--- src/rtl/lc3b_types.sv ---
// Shared LC-3b datapath types plus the data-memory controller's state
// encoding and byte-enable constants.
package lc3b_types;

    typedef logic [15:0] lc3b_word;

    typedef enum logic [1:0] {
        IDLE   = 2'd0,
        PTR    = 2'd1,
        ACCESS = 2'd2
    } dmem_state_t;

    localparam logic [1:0] BE_WORD = 2'b11;
    localparam logic [1:0] BE_LO   = 2'b01;
    localparam logic [1:0] BE_HI   = 2'b10;

endpackage

--- src/rtl/dmem_byte_lane.sv ---
// Byte-lane steering for data-memory accesses: byte enables, replicated
// store data and sign-extended LDB load data.
module dmem_byte_lane
    import lc3b_types::*;
(
    input  logic        addr_lsb,
    input  logic        is_byte,
    input  logic [15:0] wdata,
    input  logic [15:0] mem_rdata,
    output logic [1:0]  byte_enable,
    output logic [15:0] lane_wdata,
    output logic [15:0] lane_rdata
);

    logic [7:0] sel_byte;

    always_comb begin
        byte_enable = BE_WORD;
        lane_wdata  = wdata;
        lane_rdata  = mem_rdata;
        sel_byte    = addr_lsb ? mem_rdata[15:8] : mem_rdata[7:0];
        if (is_byte) begin
            byte_enable = addr_lsb ? BE_HI : BE_LO;
            // The store byte goes on both lanes; the enable picks the target.
            lane_wdata  = {wdata[7:0], wdata[7:0]};
            lane_rdata  = {{8{sel_byte[7]}}, sel_byte};
        end
    end

endmodule

--- src/rtl/dmem_ctrl.sv ---
// MEM-stage data-memory controller: sequences direct and indirect loads and
// stores into one or two memory transactions and stalls until the last one.
module dmem_ctrl
    import lc3b_types::*;
(
    input  logic        clk,
    input  logic        reset,
    input  logic        valid_in,
    input  logic [15:0] req_address,
    input  logic        req_read,
    input  logic        req_write,
    input  logic        req_byte,
    input  logic        req_indirect,
    input  logic [15:0] req_wdata,
    output logic [15:0] mem_address,
    output logic        mem_read,
    output logic        mem_write,
    output logic [1:0]  mem_byte_enable,
    output logic [15:0] mem_wdata,
    input  logic [15:0] mem_rdata,
    input  logic        mem_resp,
    output logic [15:0] rdata,
    output logic        stall,
    output logic        done
);

    // Handshake: a request is taken when valid_in and a strobe are seen in
    // IDLE; a memory strobe stays constant until the single-cycle mem_resp
    // that completes it, and done marks the cycle the MEM stage may advance.

    dmem_state_t state, next_state;

    logic [15:0] addr_q;
    logic [15:0] wdata_q;
    logic        is_write_q;
    logic        is_byte_q;
    logic        is_ind_q;

    logic        start;
    logic [1:0]  lane_be;
    logic [15:0] lane_wdata;
    logic [15:0] lane_rdata;

    assign start = (state == IDLE) && valid_in && (req_read || req_write);

    always_ff @(posedge clk) begin
        if (reset) begin
            state      <= IDLE;
            addr_q     <= '0;
            wdata_q    <= '0;
            is_write_q <= 1'b0;
            is_byte_q  <= 1'b0;
            is_ind_q   <= 1'b0;
        end else begin
            state <= next_state;
            if (start) begin
                addr_q     <= req_address;
                wdata_q    <= req_wdata;
                // A request with both strobes set is treated as a load.
                is_write_q <= req_write && !req_read;
                is_byte_q  <= req_byte;
                is_ind_q   <= req_indirect;
            end else if (state == PTR && mem_resp) begin
                addr_q <= mem_rdata;
            end
        end
    end

    dmem_byte_lane u_lane (
        .addr_lsb    (addr_q[0]),
        .is_byte     (is_byte_q),
        .wdata       (wdata_q),
        .mem_rdata   (mem_rdata),
        .byte_enable (lane_be),
        .lane_wdata  (lane_wdata),
        .lane_rdata  (lane_rdata)
    );

    always_comb begin
        next_state      = state;
        mem_address     = '0;
        mem_read        = 1'b0;
        mem_write       = 1'b0;
        mem_byte_enable = 2'b00;
        mem_wdata       = '0;
        done            = 1'b0;
        unique case (state)
            IDLE: begin
                if (start) next_state = req_indirect ? PTR : ACCESS;
            end
            PTR: begin
                // Pointer fetch is always a full aligned word.
                mem_read        = is_ind_q;
                mem_address     = {addr_q[15:1], 1'b0};
                mem_byte_enable = BE_WORD;
                if (mem_resp) next_state = ACCESS;
            end
            ACCESS: begin
                mem_read        = !is_write_q;
                mem_write       = is_write_q;
                mem_address     = {addr_q[15:1], 1'b0};
                mem_byte_enable = lane_be;
                mem_wdata       = lane_wdata;
                if (mem_resp) begin
                    done       = 1'b1;
                    next_state = IDLE;
                end
            end
            default: next_state = IDLE;
        endcase
    end

    assign rdata = (done && !is_write_q) ? lane_rdata : 16'h0000;
    assign stall = start || ((state != IDLE) && !done);

endmodule

--- config.mk ---
export PLATFORM = sky130hd
export DESIGN_NAME = dmem_ctrl
export DESIGN_NICKNAME = d
export VERILOG_FILES = /design/src/rtl/lc3b_types.sv /design/src/rtl/dmem_byte_lane.sv /design/src/rtl/dmem_ctrl.sv
export SDC_FILE = /design/constraint.sdc
export NUM_CORES = 1
export LEC_CHECK = 0
export BUFFER_PORTS_ARGS = -buffer_cell sky130_fd_sc_hd__buf_2
export CAP_MARGIN = 40
export CORE_MARGIN = 4
export CORE_UTILIZATION = 53
export CTS_BUF_LIST = sky130_fd_sc_hd__clkbuf_8
export CTS_CLUSTER_DIAMETER = 50
export DETAILED_ROUTE_END_ITERATION = 6
export GPL_ROUTABILITY_DRIVEN = 0
export GPL_TIMING_DRIVEN = 0
export PLACE_DENSITY = 0.89
export SLEW_MARGIN = 20
export SYNTH_ARGS = -nofsm -noshare
export SYNTH_HDL_FRONTEND = slang
export SYNTH_HIERARCHICAL = 1
export SYNTH_SLANG_ARGS = --single-unit
--- constraint.sdc ---
create_clock -name clk -period 2.6 [get_ports clk]
set_input_delay 0.39 -clock clk [delete_from_list [all_inputs] [get_ports clk]]
set_output_delay 0.39 -clock clk [all_outputs]
set_load 0.01 [all_outputs]
==> flow_summary.html, run 1 <==
<table>
<tr><th>Metric</th><th>Value</th></tr>
<tr><th colspan="2">Global routing</th></tr>
<tr><td>Number of global-route vias before repair</td><td>between 2000 and 2500</td></tr>
<tr><td>All-layer global routing usage</td><td>24.98%</td></tr>
<tr><td>Number of antenna violations at the first check in global routing</td><td>0</td></tr>
<tr><td>Congestion Overflow GR</td><td>0</td></tr>
<tr><td>Global-route wire length before repair</td><td>10940 um</td></tr>
<tr><td>Largest net degree at the start of global routing</td><td>11</td></tr>
<tr><th colspan="2">Critical path</th></tr>
<tr><td>Kind of end point of the critical path</td><td>output port</td></tr>
<tr><td>Crit path buffers/inverters</td><td>3</td></tr>
<tr><td>Kind of start point of the critical path</td><td>flip-flop</td></tr>
<tr><td>Critical path data required time</td><td>2.21 ns</td></tr>
<tr><td>CP Cell Sequence</td><td>inv_1 -&gt; ha_1 -&gt; nor2b_2 -&gt; clkbuf_1 -&gt; and3_1 -&gt; buf_2</td></tr>
<tr><td>Gate family responsible for the most delay along the worst path</td><td>simple AND/OR/NAND/NOR gates</td></tr>
<tr><td>Crit path max fanout</td><td>10</td></tr>
<tr><td>Critical path data arrival time</td><td>just under 2 ns</td></tr>
<tr><td>Max stage delay on crit path</td><td>0.35 ns</td></tr>
<tr><td>Setup Crit Path Kind</td><td>reg2out</td></tr>
<tr><td>Library cell contributing the largest single delay on the critical path</td><td>sky130_fd_sc_hd__dfxtp_1</td></tr>
<tr><th colspan="2">Placement</th></tr>
<tr><td>Post-detailed-placement half-perimeter wirelength</td><td>5627 um</td></tr>
<tr><td>I/O Buffers</td><td>106</td></tr>
<tr><td># placed instances</td><td>459</td></tr>
<tr><td>Post-Place Cell Area</td><td>0.003022 mm2</td></tr>
<tr><td>Post-placement setup slack</td><td>0.4746 ns</td></tr>
<tr><th colspan="2">STA</th></tr>
<tr><td>Clock Skew</td><td>between 0.008 and 0.009 ns</td></tr>
<tr><td>Slew headroom</td><td>64.40%</td></tr>
<tr><td>Setup violation total in the final timing report</td><td>0</td></tr>
<tr><td>Final total negative setup slack</td><td>0 ns</td></tr>
<tr><td>Final critical-path share of the clock period</td><td>89.53%</td></tr>
<tr><td>Final hold vios</td><td>0</td></tr>
<tr><td>Worst-case hold slack</td><td>0.3318 ns</td></tr>
<tr><td>Final-report max-slew violation count</td><td>0</td></tr>
<tr><td>Maximum operating frequency</td><td>between 0.4 and 0.5 GHz</td></tr>
<tr><td>Measured slew at the worst slew-check pin</td><td>around 0.53 ns</td></tr>
<tr><td>Min setup slack post-route</td><td>~0.27 ns</td></tr>
<tr><td>Unrepaired setup endpoints after global routing</td><td>false</td></tr>
<tr><td>Tmin final</td><td>2.328 ns</td></tr>
<tr><th colspan="2">Pwr</th></tr>
<tr><td>Leakage power of the design</td><td>1.546 nW</td></tr>
<tr><td>Seq pwr share</td><td>33.8%</td></tr>
<tr><td>Power per unit of standard cell area</td><td>702.2 mW/mm2</td></tr>
<tr><td>Combinational share of power</td><td>48.6%</td></tr>
<tr><td>Fraction of power consumed by the clock network</td><td>roughly 18%</td></tr>
<tr><td>Highest ir drop seen on vdd</td><td>approximately 0.00045 V</td></tr>
<tr><td>Overall power consumption</td><td>between 2 and 2.5 mW</td></tr>
<tr><td>Internal power</td><td>1.311 mW</td></tr>
<tr><td>Switching power share of the total</td><td>39.87%</td></tr>
<tr><td>Switching component of the power</td><td>0.8690 mW</td></tr>
<tr><th colspan="2">Clocking</th></tr>
<tr><td>Hold buffers post-CTS</td><td>0</td></tr>
<tr><td>Clock tree sinks</td><td>37</td></tr>
<tr><td>Post CTS Setup Buffer Count</td><td>0</td></tr>
<tr><td>Cts bufs inserted</td><td>5</td></tr>
<tr><td>Clock transition at path regs</td><td>0.08 ns</td></tr>
<tr><td>Number of instances resized during post-cts repair</td><td>0</td></tr>
<tr><td>Clock root buffer</td><td>sky130_fd_sc_hd__clkbuf_8</td></tr>
<tr><td>CTS max path bufs</td><td>2</td></tr>
<tr><td>H-Tree Depth</td><td>2</td></tr>
<tr><td>Clock Latency Late Sink</td><td>0.29 ns</td></tr>
<tr><td>TritonCTS clock tree</td><td>built</td></tr>
<tr><th colspan="2">Yosys</th></tr>
<tr><td>Cell type contributing the most total cell area after synthesis</td><td>sky130_fd_sc_hd__dfxtp_1</td></tr>
<tr><td>Number of synthesized register bits</td><td>37</td></tr>
<tr><td>Yosys synthesis warning count</td><td>6</td></tr>
<tr><td>Number of standard cells after synthesis</td><td>301</td></tr>
<tr><td>Flip-flop cell with the highest count after synthesis</td><td>sky130_fd_sc_hd__dfxtp_1</td></tr>
<tr><td>Fraction of synthesized cell area taken by the top area cell type</td><td>30.53%</td></tr>
<tr><td>Number of flops mapped to enable cells by yosys</td><td>0</td></tr>
<tr><td>Sequential fraction of the synthesis area</td><td>between 30 and 40%</td></tr>
<tr><td>Most numerous cell types in the synthesized netlist</td><td>sky130_fd_sc_hd__nand2_1 (54), sky130_fd_sc_hd__dfxtp_1 (37), sky130_fd_sc_hd__and2_1 (33), sky130_fd_sc_hd__a21oi_1 (28), sky130_fd_sc_hd__nor2_1 (23)</td></tr>
<tr><td>Syn nets</td><td>360</td></tr>
<tr><td>Proportion of synthesized flip-flops having asynchronous set or reset</td><td>0%</td></tr>
<tr><td>Post-synthesis average cell area</td><td>8.060 um2</td></tr>
<tr><td>Synth top area cells</td><td>sky130_fd_sc_hd__dfxtp_1 (31%), sky130_fd_sc_hd__a311oi_2 (8.7%), sky130_fd_sc_hd__and2_1 (8.5%), sky130_fd_sc_hd__nand2_1 (8.4%), sky130_fd_sc_hd__mux2_2 (7.9%)</td></tr>
<tr><td>Netlist area before placement</td><td>0.002426 mm2</td></tr>
<tr><td>Unique cell type count in the Yosys netlist</td><td>30</td></tr>
<tr><td>Leading cell type by number of instances after synthesis</td><td>sky130_fd_sc_hd__nand2_1</td></tr>
<tr><th colspan="2">Route</th></tr>
<tr><td>Average wire length per cell after detail routing</td><td>15.34 um</td></tr>
<tr><td>Uppermost layer routed</td><td>met4</td></tr>
<tr><td>Remaining design rule violation count</td><td>0</td></tr>
<tr><td>Wire length reported by the detailed router</td><td>7164 um</td></tr>
<tr><td>Met2 routed WL</td><td>3354 um</td></tr>
<tr><td>M1 WL</td><td>2872 um</td></tr>
<tr><td>DRT iter0 DRCs</td><td>191</td></tr>
<tr><td>Met3 wire len</td><td>783 um</td></tr>
<tr><td>Remaining antenna violation count after routing</td><td>0</td></tr>
<tr><td>Via/cell ratio</td><td>5.484</td></tr>
<tr><td>Pre-antenna DRT Iters</td><td>7</td></tr>
<tr><td>Number of vias after detailed routing</td><td>2561</td></tr>
<tr><th colspan="2">Finish</th></tr>
<tr><td>Total non-filler cell area in the finished layout</td><td>0.003104 mm2</td></tr>
<tr><td>Final cell count without fillers</td><td>about 470</td></tr>
<tr><td>Area Overhead vs Synth</td><td>27.95%</td></tr>
<tr><td>Ant diodes</td><td>0</td></tr>
<tr><td>Core occupancy in the finished layout</td><td>70.80%</td></tr>
<tr><td>Fraction of layout instances using a drive strength above 1</td><td>around two fifths</td></tr>
<tr><td>Total Nets Final</td><td>473</td></tr>
<tr><th colspan="2">Floorplan</th></tr>
<tr><td>Area of the placeable core</td><td>0.004384 mm2</td></tr>
<tr><td>Number of rows created at floorplan</td><td>24</td></tr>
<tr><td>Die Y</td><td>75.66 um</td></tr>
<tr><td>Number of top-level pins</td><td>110</td></tr>
<tr><td>Area of the die</td><td>0.005724 mm2</td></tr>
<tr><td>Starting utilization of the core area</td><td>55.34%</td></tr>
<tr><td>Die span in x</td><td>75.66 um</td></tr>
<tr><th colspan="2">Min path</th></tr>
<tr><td>Min-delay worst type</td><td>in2reg</td></tr>
<tr><th colspan="2">Run</th></tr>
<tr><td>Max-cap check violation count</td><td>0</td></tr>
<tr><th colspan="2">Status</th></tr>
<tr><td>Status</td><td>complete, no violations</td></tr>
</table>
## power groups by stage
| stage | Sequential (mW) | Combinational, mW | Clock, mW |
|---|---|---|---|
| finish | 0.736 | 1.06 | 0.384 |
| global route | 0.749 | 1.16 | 0.409 |
| CTS | 0.735 | 1.06 | 0.383 |
| detailed placement | 0.747 | 1.05 | 0 |
| global placement | 0.741 | 1.03 | 0 |
| floorplan | 0.727 | 0.732 | 0 |
## kinds of logic after synthesis
group                      count (synthesis)  synth area share, %
and+or+nand+nor                          151                30.69
AOI/OAI and AO/OA                         54                18.93
buffers and inverters                     37                9.696
DFF                                       37                30.53
muxes                                     18                8.458
adders and majority gates                  3                1.547
other                                      1               0.1546
## metal layers
layer,GRT usage (%),vias up
li1,-,1246
met1,30.61,1144
met2,43.05,153
met3,5.805,18
met4,8.350,0
met5,0,-
## state kept, by name, indices dropped and copies added, names as in the netlist
signal / count
addr_q: 16
is_byte_q: 1
is_ind_q: 1
is_write_q: 1
state: 2
wdata_q: 16
## placed cells by master, fill, tap and decap left out, types with 5 or more instances in the layout
master,count
sky130_fd_sc_hd__buf_2,111
sky130_fd_sc_hd__clkbuf_1,10
sky130_fd_sc_hd__nand2_1,54
sky130_fd_sc_hd__inv_1,5
sky130_fd_sc_hd__nand3_1,17
sky130_fd_sc_hd__and2_1,33
sky130_fd_sc_hd__and3_1,16
sky130_fd_sc_hd__a311oi_2,14
sky130_fd_sc_hd__clkbuf_8,5
sky130_fd_sc_hd__mux2_2,17
sky130_fd_sc_hd__a21oi_1,28
sky130_fd_sc_hd__nor2_1,23
sky130_fd_sc_hd__buf_4,16
sky130_fd_sc_hd__dfxtp_1,37
## worst reg2reg max path, stage by stage (launching register included)
cell and delay, ns:
sky130_fd_sc_hd__dfxtp_1 0.39, sky130_fd_sc_hd__inv_1 0.08, sky130_fd_sc_hd__ha_1 0.19, sky130_fd_sc_hd__buf_4 0.17, sky130_fd_sc_hd__o211ai_4 0.15, sky130_fd_sc_hd__buf_6 0.21, sky130_fd_sc_hd__nor2_1 0.07, sky130_fd_sc_hd__a311oi_2 0.24
## path summary, 6_finish.rpt
path,startpoint,endpoint,slack [ns],cells past startpoint
setup / recovery,state[0],rdata[8],0.27,6
hold / removal,req_wdata[6],wdata_q[6],0.33,3
setup reg to reg,state[0],addr_q[12],1.01,7
hold reg to reg,wdata_q[12],wdata_q[12],0.46,2
## area by class of cell
class	count	area, um2
buffer	35	227.7
clock buffer	5	68.82
clock inverter	3	11.26
fill	358	1280
inverter	2	7.507
multi-input combinational	227	1453
sequential	37	740.7
tap	52	65.06
timing repair buffer	106	530.5
(Power assumes the default switching activity.)
==> run 2, diff against run 1 <==
==> constraint.sdc (replaced) <==
create_clock -name clk -period 3.01 [get_ports clk]
set_input_delay 0.4515 -clock clk [delete_from_list [all_inputs] [get_ports clk]]
set_output_delay 0.4515 -clock clk [all_outputs]
set_load 0.01 [all_outputs]
==> run 2 against run 1 <==
Against the previous run:
- combinational power fell by 14%
- final area about the same
- register-to-register slack improved by 0.42 ns
- sequential share of layout area hardly changed
- sequential power decreased by 14%
- sequential cell count did not move
- clock power is 14% lower
- largest cell class unchanged
- largest power group unchanged
- non-clock buffer count stayed put
==> flow_summary.html, run 2 (same netlist as run 1, synthesis figures left out) <==
<table>
<tr><th>Metric</th><th>Value</th></tr>
<tr><th colspan="2">Critical path</th></tr>
<tr><td>Critical path data arrival time</td><td>2.05 ns</td></tr>
<tr><td>Critical path origin</td><td>state[0]</td></tr>
<tr><td>Crit path max fanout</td><td>10</td></tr>
<tr><td>R2R Setup Slk</td><td>1.43 ns</td></tr>
<tr><td>Kind of start point of the critical path</td><td>flip-flop</td></tr>
<tr><td>Setup Crit Path Kind</td><td>reg2out</td></tr>
<tr><td>Critical register-to-register path startpoint</td><td>state[0]</td></tr>
<tr><td>Reg2Reg Capture Point</td><td>addr_q[12]</td></tr>
<tr><td>Depth of the worst register-to-register path</td><td>7</td></tr>
<tr><td>Critical path data required time</td><td>between 2 and 3 ns</td></tr>
<tr><td>Kind of end point of the critical path</td><td>output port</td></tr>
<tr><th colspan="2">Clocking</th></tr>
<tr><td>Clock Latency Late Sink</td><td>0.29 ns</td></tr>
<tr><td>H-Tree Depth</td><td>2</td></tr>
<tr><td>Hold buffers post-CTS</td><td>0</td></tr>
<tr><td>Clock tree sinks</td><td>37</td></tr>
<tr><td>Clock root buffer</td><td>sky130_fd_sc_hd__clkbuf_8</td></tr>
<tr><td>CTS max path bufs</td><td>2</td></tr>
<tr><td>Post CTS Setup Buffer Count</td><td>0</td></tr>
<tr><td>Number of instances resized during post-cts repair</td><td>0</td></tr>
<tr><td>Clock transition at path regs</td><td>around 0.08 ns</td></tr>
<tr><td>Cts bufs inserted</td><td>5</td></tr>
<tr><td>TritonCTS clock tree</td><td>built</td></tr>
<tr><th colspan="2">STA</th></tr>
<tr><td>Final critical-path share of the clock period</td><td>83.11%</td></tr>
<tr><td>Unrepaired setup endpoints after global routing</td><td>false</td></tr>
<tr><td>Setup violation total in the final timing report</td><td>0</td></tr>
<tr><td>Worst-case hold slack</td><td>0.3946 ns</td></tr>
<tr><td>Tmin final</td><td>roughly 2.5 ns</td></tr>
<tr><td>Final total negative setup slack</td><td>0 ns</td></tr>
<tr><td>Final hold vios</td><td>0</td></tr>
<tr><td>Maximum operating frequency</td><td>0.3997 GHz</td></tr>
<tr><td>Clock Skew</td><td>0.009263 ns</td></tr>
<tr><td>Final-report max-slew violation count</td><td>0</td></tr>
<tr><th colspan="2">Floorplan</th></tr>
<tr><td>Starting utilization of the core area</td><td>between 50% and 60%</td></tr>
<tr><td>Die Y</td><td>75.66 um</td></tr>
<tr><td>Area of the placeable core</td><td>0.004384 mm2</td></tr>
<tr><td>Number of rows created at floorplan</td><td>24</td></tr>
<tr><td>Area of the die</td><td>0.005724 mm2</td></tr>
<tr><td>Die span in x</td><td>75.66 um</td></tr>
<tr><td>Number of top-level pins</td><td>110</td></tr>
<tr><th colspan="2">Pwr</th></tr>
<tr><td>Power per unit of standard cell area</td><td>between 600 and 700 mW/mm2</td></tr>
<tr><td>Combinational share of power</td><td>between 40% and 50%</td></tr>
<tr><td>Switching power share of the total</td><td>39.78%</td></tr>
<tr><td>Fraction of power consumed by the clock network</td><td>between 10% and 20%</td></tr>
<tr><td>Switching component of the power</td><td>0.7466 mW</td></tr>
<tr><td>Overall power consumption</td><td>around 1.9 mW</td></tr>
<tr><td>Leakage power of the design</td><td>1.546 nW</td></tr>
<tr><td>Seq pwr share</td><td>33.9%</td></tr>
<tr><td>Highest ir drop seen on vdd</td><td>0.0003839 V</td></tr>
<tr><td>Internal power</td><td>1.130 mW</td></tr>
<tr><th colspan="2">Min path</th></tr>
<tr><td>Min-delay worst type</td><td>in2reg</td></tr>
<tr><td>Hold Crit Depth</td><td>3</td></tr>
<tr><td>Worst hold path startpoint</td><td>req_wdata[6]</td></tr>
<tr><td>Worst Hold End</td><td>wdata_q[6]</td></tr>
<tr><th colspan="2">Placement</th></tr>
<tr><td>Post-detailed-placement half-perimeter wirelength</td><td>5627 um</td></tr>
<tr><td>I/O Buffers</td><td>106</td></tr>
<tr><th colspan="2">Route</th></tr>
<tr><td>Via/cell ratio</td><td>5.587</td></tr>
<tr><td>Wire length reported by the detailed router</td><td>7134 um</td></tr>
<tr><td>Number of vias after detailed routing</td><td>2609</td></tr>
<tr><td>Remaining design rule violation count</td><td>0</td></tr>
<tr><td>Remaining antenna violation count after routing</td><td>0</td></tr>
<tr><td>Pre-antenna DRT Iters</td><td>4</td></tr>
<tr><td>Average wire length per cell after detail routing</td><td>15.28 um</td></tr>
<tr><td>DRT iter0 DRCs</td><td>199</td></tr>
<tr><th colspan="2">Finish</th></tr>
<tr><td>Area Overhead vs Synth</td><td>27.85%</td></tr>
<tr><td>Most common cell after layout, fill and taps aside</td><td>sky130_fd_sc_hd__buf_2</td></tr>
<tr><td>Ant diodes</td><td>0</td></tr>
<tr><td>Fraction of layout instances using a drive strength above 1</td><td>41.45%</td></tr>
<tr><td>Area of the multi-input gates</td><td>0.001450 mm2</td></tr>
<tr><td>Fill count</td><td>359</td></tr>
<tr><td>Top library cells by usage in the layout, fill and taps aside</td><td>sky130_fd_sc_hd__buf_2 (111), sky130_fd_sc_hd__nand2_1 (54), sky130_fd_sc_hd__dfxtp_1 (37)</td></tr>
<tr><td>Total Nets Final</td><td>473</td></tr>
<tr><td>Sequential cell area in the final layout</td><td>740.7 um2</td></tr>
<tr><td>Biggest regs</td><td>addr_q x16, wdata_q x16, state x2</td></tr>
<tr><th colspan="2">Global routing</th></tr>
<tr><td>Number of antenna violations at the first check in global routing</td><td>0</td></tr>
<tr><td>Number of global-route vias before repair</td><td>2395</td></tr>
<tr><td>Congestion Overflow GR</td><td>0</td></tr>
<tr><td>Largest net degree at the start of global routing</td><td>11</td></tr>
<tr><td>Global-route wire length before repair</td><td>between 10000 and 15000 um</td></tr>
<tr><td>All-layer global routing usage</td><td>24.98%</td></tr>
<tr><th colspan="2">Run</th></tr>
<tr><td>Max-cap check violation count</td><td>0</td></tr>
<tr><th colspan="2">Status</th></tr>
<tr><td>Status</td><td>complete, no violations</td></tr>
</table>
## run 2: area by class of cell
| cell class | count | share of cell area [%] |
|---|---|---|
| plain buffers | 35 | 7.342 |
| clock buffers | 5 | 2.219 |
| clock inverters | 3 | 0.3631 |
| inverters | 2 | 0.2420 |
| multi-input cells | 227 | 46.75 |
| flip-flops and latches | 37 | 23.88 |
| well taps | 52 | 2.098 |
| repair buffers | 106 | 17.10 |
## run 2: per-layer routing
metal | vias to the layer above | track usage, % | share of wire (%)
met4 | 0 | 8.350 | 2.6
met5 | - | 0 | 0
li1 | 1248 | - | -
met3 | 24 | 5.805 | 12
met2 | 166 | 43.05 | 47
met1 | 1171 | 30.61 | 38
## run 2: per-stage QoR
| stage | cells | instance area, um2 | util [%] | setup slack [ns] |
|---|---|---|---|---|
| final | 467 | 3102 | 70.75 | 0.5084 |
| after global routing | 467 | 3102 | 70.75 | 0.3059 |
| after CTS | 467 | 3102 | 70.75 | 0.4996 |
| after detailed placement | 459 | 3022 | 68.92 | 0.8231 |
| after global placement | 459 | 3022 | 68.92 | 0.9070 |
| after floorplan | 301 | 2426 | - | 1.250 |
## run 2: power by group through the flow
stage	Clock [mW]	Sequential [mW]	Combinational [mW]
global placement	0	0.640	0.886
CTS	0.331	0.635	0.914
detailed placement	0	0.646	0.910
global route	0.353	0.646	1.00
finish	0.331	0.636	0.910
floorplan	0	0.628	0.633
## run 2: critical path, cell delays in order, from the launching register on
cell	delay, ns
sky130_fd_sc_hd__dfxtp_1	0.35
sky130_fd_sc_hd__inv_1	0.09
sky130_fd_sc_hd__ha_1	0.21
sky130_fd_sc_hd__nor2b_1	0.43
sky130_fd_sc_hd__clkbuf_1	0.32
sky130_fd_sc_hd__and3_1	0.22
sky130_fd_sc_hd__buf_2	0.13
## run 2: worst max-delay path by stage
stage / to / slack, ns / depth (start not counted)
floorplan: rdata[10] / 1.25 / 5
global placement: rdata[6] / 0.91 / 6
detailed placement: rdata[6] / 0.82 / 6
CTS: rdata[6] / 0.50 / 6
global route: rdata[5] / 0.31 / 6
finish: rdata[6] / 0.51 / 6
==> run 3, diff against run 2 <==
--- a/config.mk
+++ b/config.mk
@@ -5,16 +5,17 @@
 export SDC_FILE = /design/constraint.sdc
 export NUM_CORES = 1
 export LEC_CHECK = 0
+export ABC_AREA = 1
 export BUFFER_PORTS_ARGS = -buffer_cell sky130_fd_sc_hd__buf_2
 export CAP_MARGIN = 40
 export CORE_MARGIN = 4
-export CORE_UTILIZATION = 53
+export CORE_UTILIZATION = 50
 export CTS_BUF_LIST = sky130_fd_sc_hd__clkbuf_8
 export CTS_CLUSTER_DIAMETER = 50
 export DETAILED_ROUTE_END_ITERATION = 6
 export GPL_ROUTABILITY_DRIVEN = 0
 export GPL_TIMING_DRIVEN = 0
-export PLACE_DENSITY = 0.89
+export PLACE_DENSITY = 0.83
 export SLEW_MARGIN = 20
 export SYNTH_ARGS = -nofsm -noshare
 export SYNTH_HDL_FRONTEND = slang
==> constraint.sdc (replaced) <==
create_clock -name clk -period 2.4 [get_ports clk]
set_input_delay 0.36 -clock clk [delete_from_list [all_inputs] [get_ports clk]]
set_output_delay 0.36 -clock clk [all_outputs]
set_load 0.01 [all_outputs]
==> run 3 against run 2 <==
Against the previous run:
- sequential share of layout area decreased by 1.4 points
- highest routed layer unchanged
- register-to-register slack worse by 0.73 ns
- setup slack worse by 0.31 ns
- via count increased by 10%
- clock power is 57% higher
- first-iteration DRC count fell by 35%
- sequential cell count did not move
- combinational power up 20%
- largest cell class unchanged
- hold slack got worse by 0.072 ns
==> flow_summary.html, run 3 <==
<table>
<tr><th>Metric</th><th>Value</th></tr>
<tr><th colspan="2">Yosys</th></tr>
<tr><td>Sequential fraction of the synthesis area</td><td>28.85%</td></tr>
<tr><td>Yosys synthesis warning count</td><td>6</td></tr>
<tr><td>Number of flops mapped to enable cells by yosys</td><td>0</td></tr>
<tr><td>Proportion of synthesized flip-flops having asynchronous set or reset</td><td>0%</td></tr>
<tr><td>Flip-flop cell with the highest count after synthesis</td><td>sky130_fd_sc_hd__dfxtp_1</td></tr>
<tr><td>Syn nets</td><td>502</td></tr>
<tr><td>Most numerous cell types in the synthesized netlist</td><td>sky130_fd_sc_hd__nand2_1 (117), sky130_fd_sc_hd__nor2_1 (103), sky130_fd_sc_hd__inv_1 (73), sky130_fd_sc_hd__dfxtp_1 (37), sky130_fd_sc_hd__nand3_1 (32)</td></tr>
<tr><td>Number of standard cells after synthesis</td><td>between 400 and 500</td></tr>
<tr><td>Cell type contributing the most total cell area after synthesis</td><td>sky130_fd_sc_hd__dfxtp_1</td></tr>
<tr><td>Post-synthesis average cell area</td><td>5.796 um2</td></tr>
<tr><td>Number of synthesized register bits</td><td>37</td></tr>
<tr><td>Synth top area cells</td><td>sky130_fd_sc_hd__dfxtp_1 (29%), sky130_fd_sc_hd__nand2_1 (17%), sky130_fd_sc_hd__nor2_1 (15%), sky130_fd_sc_hd__inv_1 (11%), sky130_fd_sc_hd__nand3_1 (6.2%)</td></tr>
<tr><td>Netlist area before placement</td><td>0.002567 mm2</td></tr>
<tr><td>Unique cell type count in the Yosys netlist</td><td>24</td></tr>
<tr><td>Fraction of synthesized cell area taken by the top area cell type</td><td>between 20% and 30%</td></tr>
<tr><td>Leading cell type by number of instances after synthesis</td><td>sky130_fd_sc_hd__nand2_1</td></tr>
<tr><th colspan="2">Floorplan</th></tr>
<tr><td>Die span in x</td><td>79.66 um</td></tr>
<tr><td>Number of top-level pins</td><td>between 100 and 150</td></tr>
<tr><td>Number of rows created at floorplan</td><td>25</td></tr>
<tr><td>Starting utilization of the core area</td><td>52.95%</td></tr>
<tr><td>Area of the placeable core</td><td>a little under 0.005 mm2</td></tr>
<tr><td>Area of the die</td><td>between 0.006 and 0.007 mm2</td></tr>
<tr><td>Die Y</td><td>79.66 um</td></tr>
<tr><th colspan="2">Pwr</th></tr>
<tr><td>Switching power share of the total</td><td>39.32%</td></tr>
<tr><td>Leakage power of the design</td><td>2.124 nW</td></tr>
<tr><td>Highest ir drop seen on vdd</td><td>0.0004505 V</td></tr>
<tr><td>Combinational share of power</td><td>a little under half</td></tr>
<tr><td>Overall power consumption</td><td>2.389 mW</td></tr>
<tr><td>Power per unit of standard cell area</td><td>around 730 mW/mm2</td></tr>
<tr><td>Seq pwr share</td><td>32.5%</td></tr>
<tr><td>Fraction of power consumed by the clock network</td><td>21.8%</td></tr>
<tr><td>Internal power</td><td>1.449 mW</td></tr>
<tr><td>Switching component of the power</td><td>0.9392 mW</td></tr>
<tr><th colspan="2">Clocking</th></tr>
<tr><td>Clock Latency Late Sink</td><td>0.28 ns</td></tr>
<tr><td>Clock transition at path regs</td><td>0.08 ns</td></tr>
<tr><td>Cts bufs inserted</td><td>5</td></tr>
<tr><td>Clock tree sinks</td><td>37</td></tr>
<tr><td>Post CTS Setup Buffer Count</td><td>0</td></tr>
<tr><td>H-Tree Depth</td><td>2</td></tr>
<tr><td>TritonCTS clock tree</td><td>built</td></tr>
<tr><td>Number of instances resized during post-cts repair</td><td>0</td></tr>
<tr><td>Hold buffers post-CTS</td><td>0</td></tr>
<tr><td>Clock root buffer</td><td>sky130_fd_sc_hd__clkbuf_8</td></tr>
<tr><td>CTS max path bufs</td><td>2</td></tr>
<tr><th colspan="2">Route</th></tr>
<tr><td>Wire length reported by the detailed router</td><td>roughly 7000 um</td></tr>
<tr><td>Remaining design rule violation count</td><td>0</td></tr>
<tr><td>Average wire length per cell after detail routing</td><td>11.21 um</td></tr>
<tr><td>Via/cell ratio</td><td>4.613</td></tr>
<tr><td>DRT iter0 DRCs</td><td>130</td></tr>
<tr><td>Remaining antenna violation count after routing</td><td>0</td></tr>
<tr><td>Pre-antenna DRT Iters</td><td>5</td></tr>
<tr><td>Number of vias after detailed routing</td><td>roughly 2900</td></tr>
<tr><th colspan="2">STA</th></tr>
<tr><td>Slew headroom</td><td>63.49%</td></tr>
<tr><td>Measured slew at the worst slew-check pin</td><td>0.5464 ns</td></tr>
<tr><td>Maximum operating frequency</td><td>between 0.4 and 0.5 GHz</td></tr>
<tr><td>Final critical-path share of the clock period</td><td>91.92%</td></tr>
<tr><td>Setup violation total in the final timing report</td><td>0</td></tr>
<tr><td>Clock Skew</td><td>0.009553 ns</td></tr>
<tr><td>Worst-case hold slack</td><td>0.3230 ns</td></tr>
<tr><td>Tmin final</td><td>between 2 and 2.5 ns</td></tr>
<tr><td>Unrepaired setup endpoints after global routing</td><td>false</td></tr>
<tr><td>Final total negative setup slack</td><td>0 ns</td></tr>
<tr><td>Final hold vios</td><td>0</td></tr>
<tr><td>Final-report max-slew violation count</td><td>0</td></tr>
<tr><th colspan="2">Critical path</th></tr>
<tr><td>Max stage delay on crit path</td><td>0.37 ns</td></tr>
<tr><td>Kind of end point of the critical path</td><td>output port</td></tr>
<tr><td>Setup Crit Path Kind</td><td>reg2out</td></tr>
<tr><td>Kind of start point of the critical path</td><td>flip-flop</td></tr>
<tr><td>Critical path data required time</td><td>approximately 2.0 ns</td></tr>
<tr><td>Crit path max fanout</td><td>10</td></tr>
<tr><td>Crit path buffers/inverters</td><td>5</td></tr>
<tr><td>CP Cell Sequence</td><td>inv_1 -&gt; ha_1 -&gt; nand2_1 -&gt; inv_2 -&gt; nand2_2 -&gt; buf_6 -&gt; clkbuf_2 -&gt; o21ai_0 -&gt; buf_2</td></tr>
<tr><td>Critical path data arrival time</td><td>1.85 ns</td></tr>
<tr><td>Gate family responsible for the most delay along the worst path</td><td>buffers and inverters</td></tr>
<tr><td>Library cell contributing the largest single delay on the critical path</td><td>sky130_fd_sc_hd__dfxtp_1</td></tr>
<tr><th colspan="2">Finish</th></tr>
<tr><td>Area of the multi-input gates</td><td>0.001295 mm2</td></tr>
<tr><td>Most common cell after layout, fill and taps aside</td><td>sky130_fd_sc_hd__nand2_1</td></tr>
<tr><td>Fraction of layout instances using a drive strength above 1</td><td>28.60%</td></tr>
<tr><td>Core occupancy in the finished layout</td><td>between 60% and 70%</td></tr>
<tr><td>Biggest regs</td><td>addr_q x16, wdata_q x16, state x2</td></tr>
<tr><td>Area Overhead vs Synth</td><td>28.12%</td></tr>
<tr><td>Sequential cell area in the final layout</td><td>740.7 um2</td></tr>
<tr><td>Fill count</td><td>466</td></tr>
<tr><td>Ant diodes</td><td>0</td></tr>
<tr><td>Total Nets Final</td><td>615</td></tr>
<tr><td>Top library cells by usage in the layout, fill and taps aside</td><td>sky130_fd_sc_hd__nand2_1 (117), sky130_fd_sc_hd__buf_2 (110), sky130_fd_sc_hd__nor2_1 (103)</td></tr>
<tr><th colspan="2">Run</th></tr>
<tr><td>Max-cap check violation count</td><td>0</td></tr>
<tr><th colspan="2">Placement</th></tr>
<tr><td>Post-detailed-placement half-perimeter wirelength</td><td>between 5000 and 6000 um</td></tr>
<tr><td>I/O Buffers</td><td>107</td></tr>
<tr><th colspan="2">Status</th></tr>
<tr><td>Status</td><td>complete, no violations</td></tr>
<tr><th colspan="2">Global routing</th></tr>
<tr><td>Number of antenna violations at the first check in global routing</td><td>0</td></tr>
<tr><td>Congestion Overflow GR</td><td>0</td></tr>
<tr><td>Global-route wire length before repair</td><td>11790 um</td></tr>
<tr><td>All-layer global routing usage</td><td>between 20% and 30%</td></tr>
<tr><td>Number of global-route vias before repair</td><td>2731</td></tr>
<tr><td>Largest net degree at the start of global routing</td><td>12</td></tr>
<tr><th colspan="2">Min path</th></tr>
<tr><td>Min-delay worst type</td><td>in2reg</td></tr>
</table>
-- run 3: changes by cell type after synthesis, sizes merged, moves of 16 or more --
cell / delta
and3: -16
a21oi: -23
o21ai: +19
and2: -33
inv: +75
nand3: +17
mux2: -17
a311oi: -17
nor2: +80
nand2: +76
-- run 3: cell families (layout without fill, tap and decap cells) --
family                     after synthesis  count (layout)  share of synthesized area, %
adders and majority gates                3               3                         1.462
AOI/OAI and AO/OA                       27              27                         5.458
and+or+nand+nor                        268             268                         43.37
other                                    1               1                        0.1461
DFF                                     37              37                         28.85
buffers and inverters                  107             220                         20.71
-- run 3: final timing paths --
kind | startpoint | slack (ns) | depth (start not counted) | to
worst max-delay path | state[0] | 0.19 | 9 | stall
worst min-delay path | req_wdata[1] | 0.32 | 3 | wdata_q[1]
worst max register to register | state[0] | 0.70 | 11 | addr_q[12]
worst min register to register | is_ind_q | 0.47 | 2 | is_ind_q
-- run 3: metal layers --
| layer | vias up | track usage (%) | wire, um |
|---|---|---|---|
| li1 | 1512 | - | - |
| met1 | 1240 | 28.19 | 2997 |
| met2 | 109 | 40.57 | 3318 |
| met3 | 13 | 3.725 | 536 |
| met4 | 0 | 8.591 | 132 |
| met5 | - | 0 | 0 |
-- run 3: cell type report --
| class | count | share of cell area [%] |
|---|---|---|
| multi-input cells | 299 | 39.37 |
| flip-flops and latches | 37 | 22.52 |
| repair buffers | 107 | 16.28 |
| inverters | 77 | 9.015 |
| plain buffers | 29 | 7.113 |
| well taps | 67 | 2.549 |
| clock buffers | 5 | 2.092 |
| clock inverters | 2 | 1.065 |
-- run 3: worst reg2reg max path: cells and delay by family (launching register included) --
family        cells  cell delay, ns
buf+inv           4            0.52
simple gates      6            0.49
fa+ha+maj         1            0.24
flops             1            0.37
-- run 3: metrics by stage --
stage | cells | setup WS, ns | area, um2
after CTS | 624 | 0.05206 | 3291
after global placement | 617 | 0.3922 | 3187
after global routing | 623 | 0.008795 | 3289
after floorplan | 443 | 0.7382 | 2567
final | 623 | 0.1940 | 3289
after detailed placement | 617 | 0.3804 | 3187
-- run 3: power groups by stage --
stage               Combinational [mW]  Clock, mW  Sequential [mW]
finish                            1.09      0.520            0.776
CTS                               1.10      0.533            0.776
detailed placement                1.09          0            0.790
floorplan                        0.781          0            0.777
global route                      1.26      0.557            0.788
global placement                  1.08          0            0.786
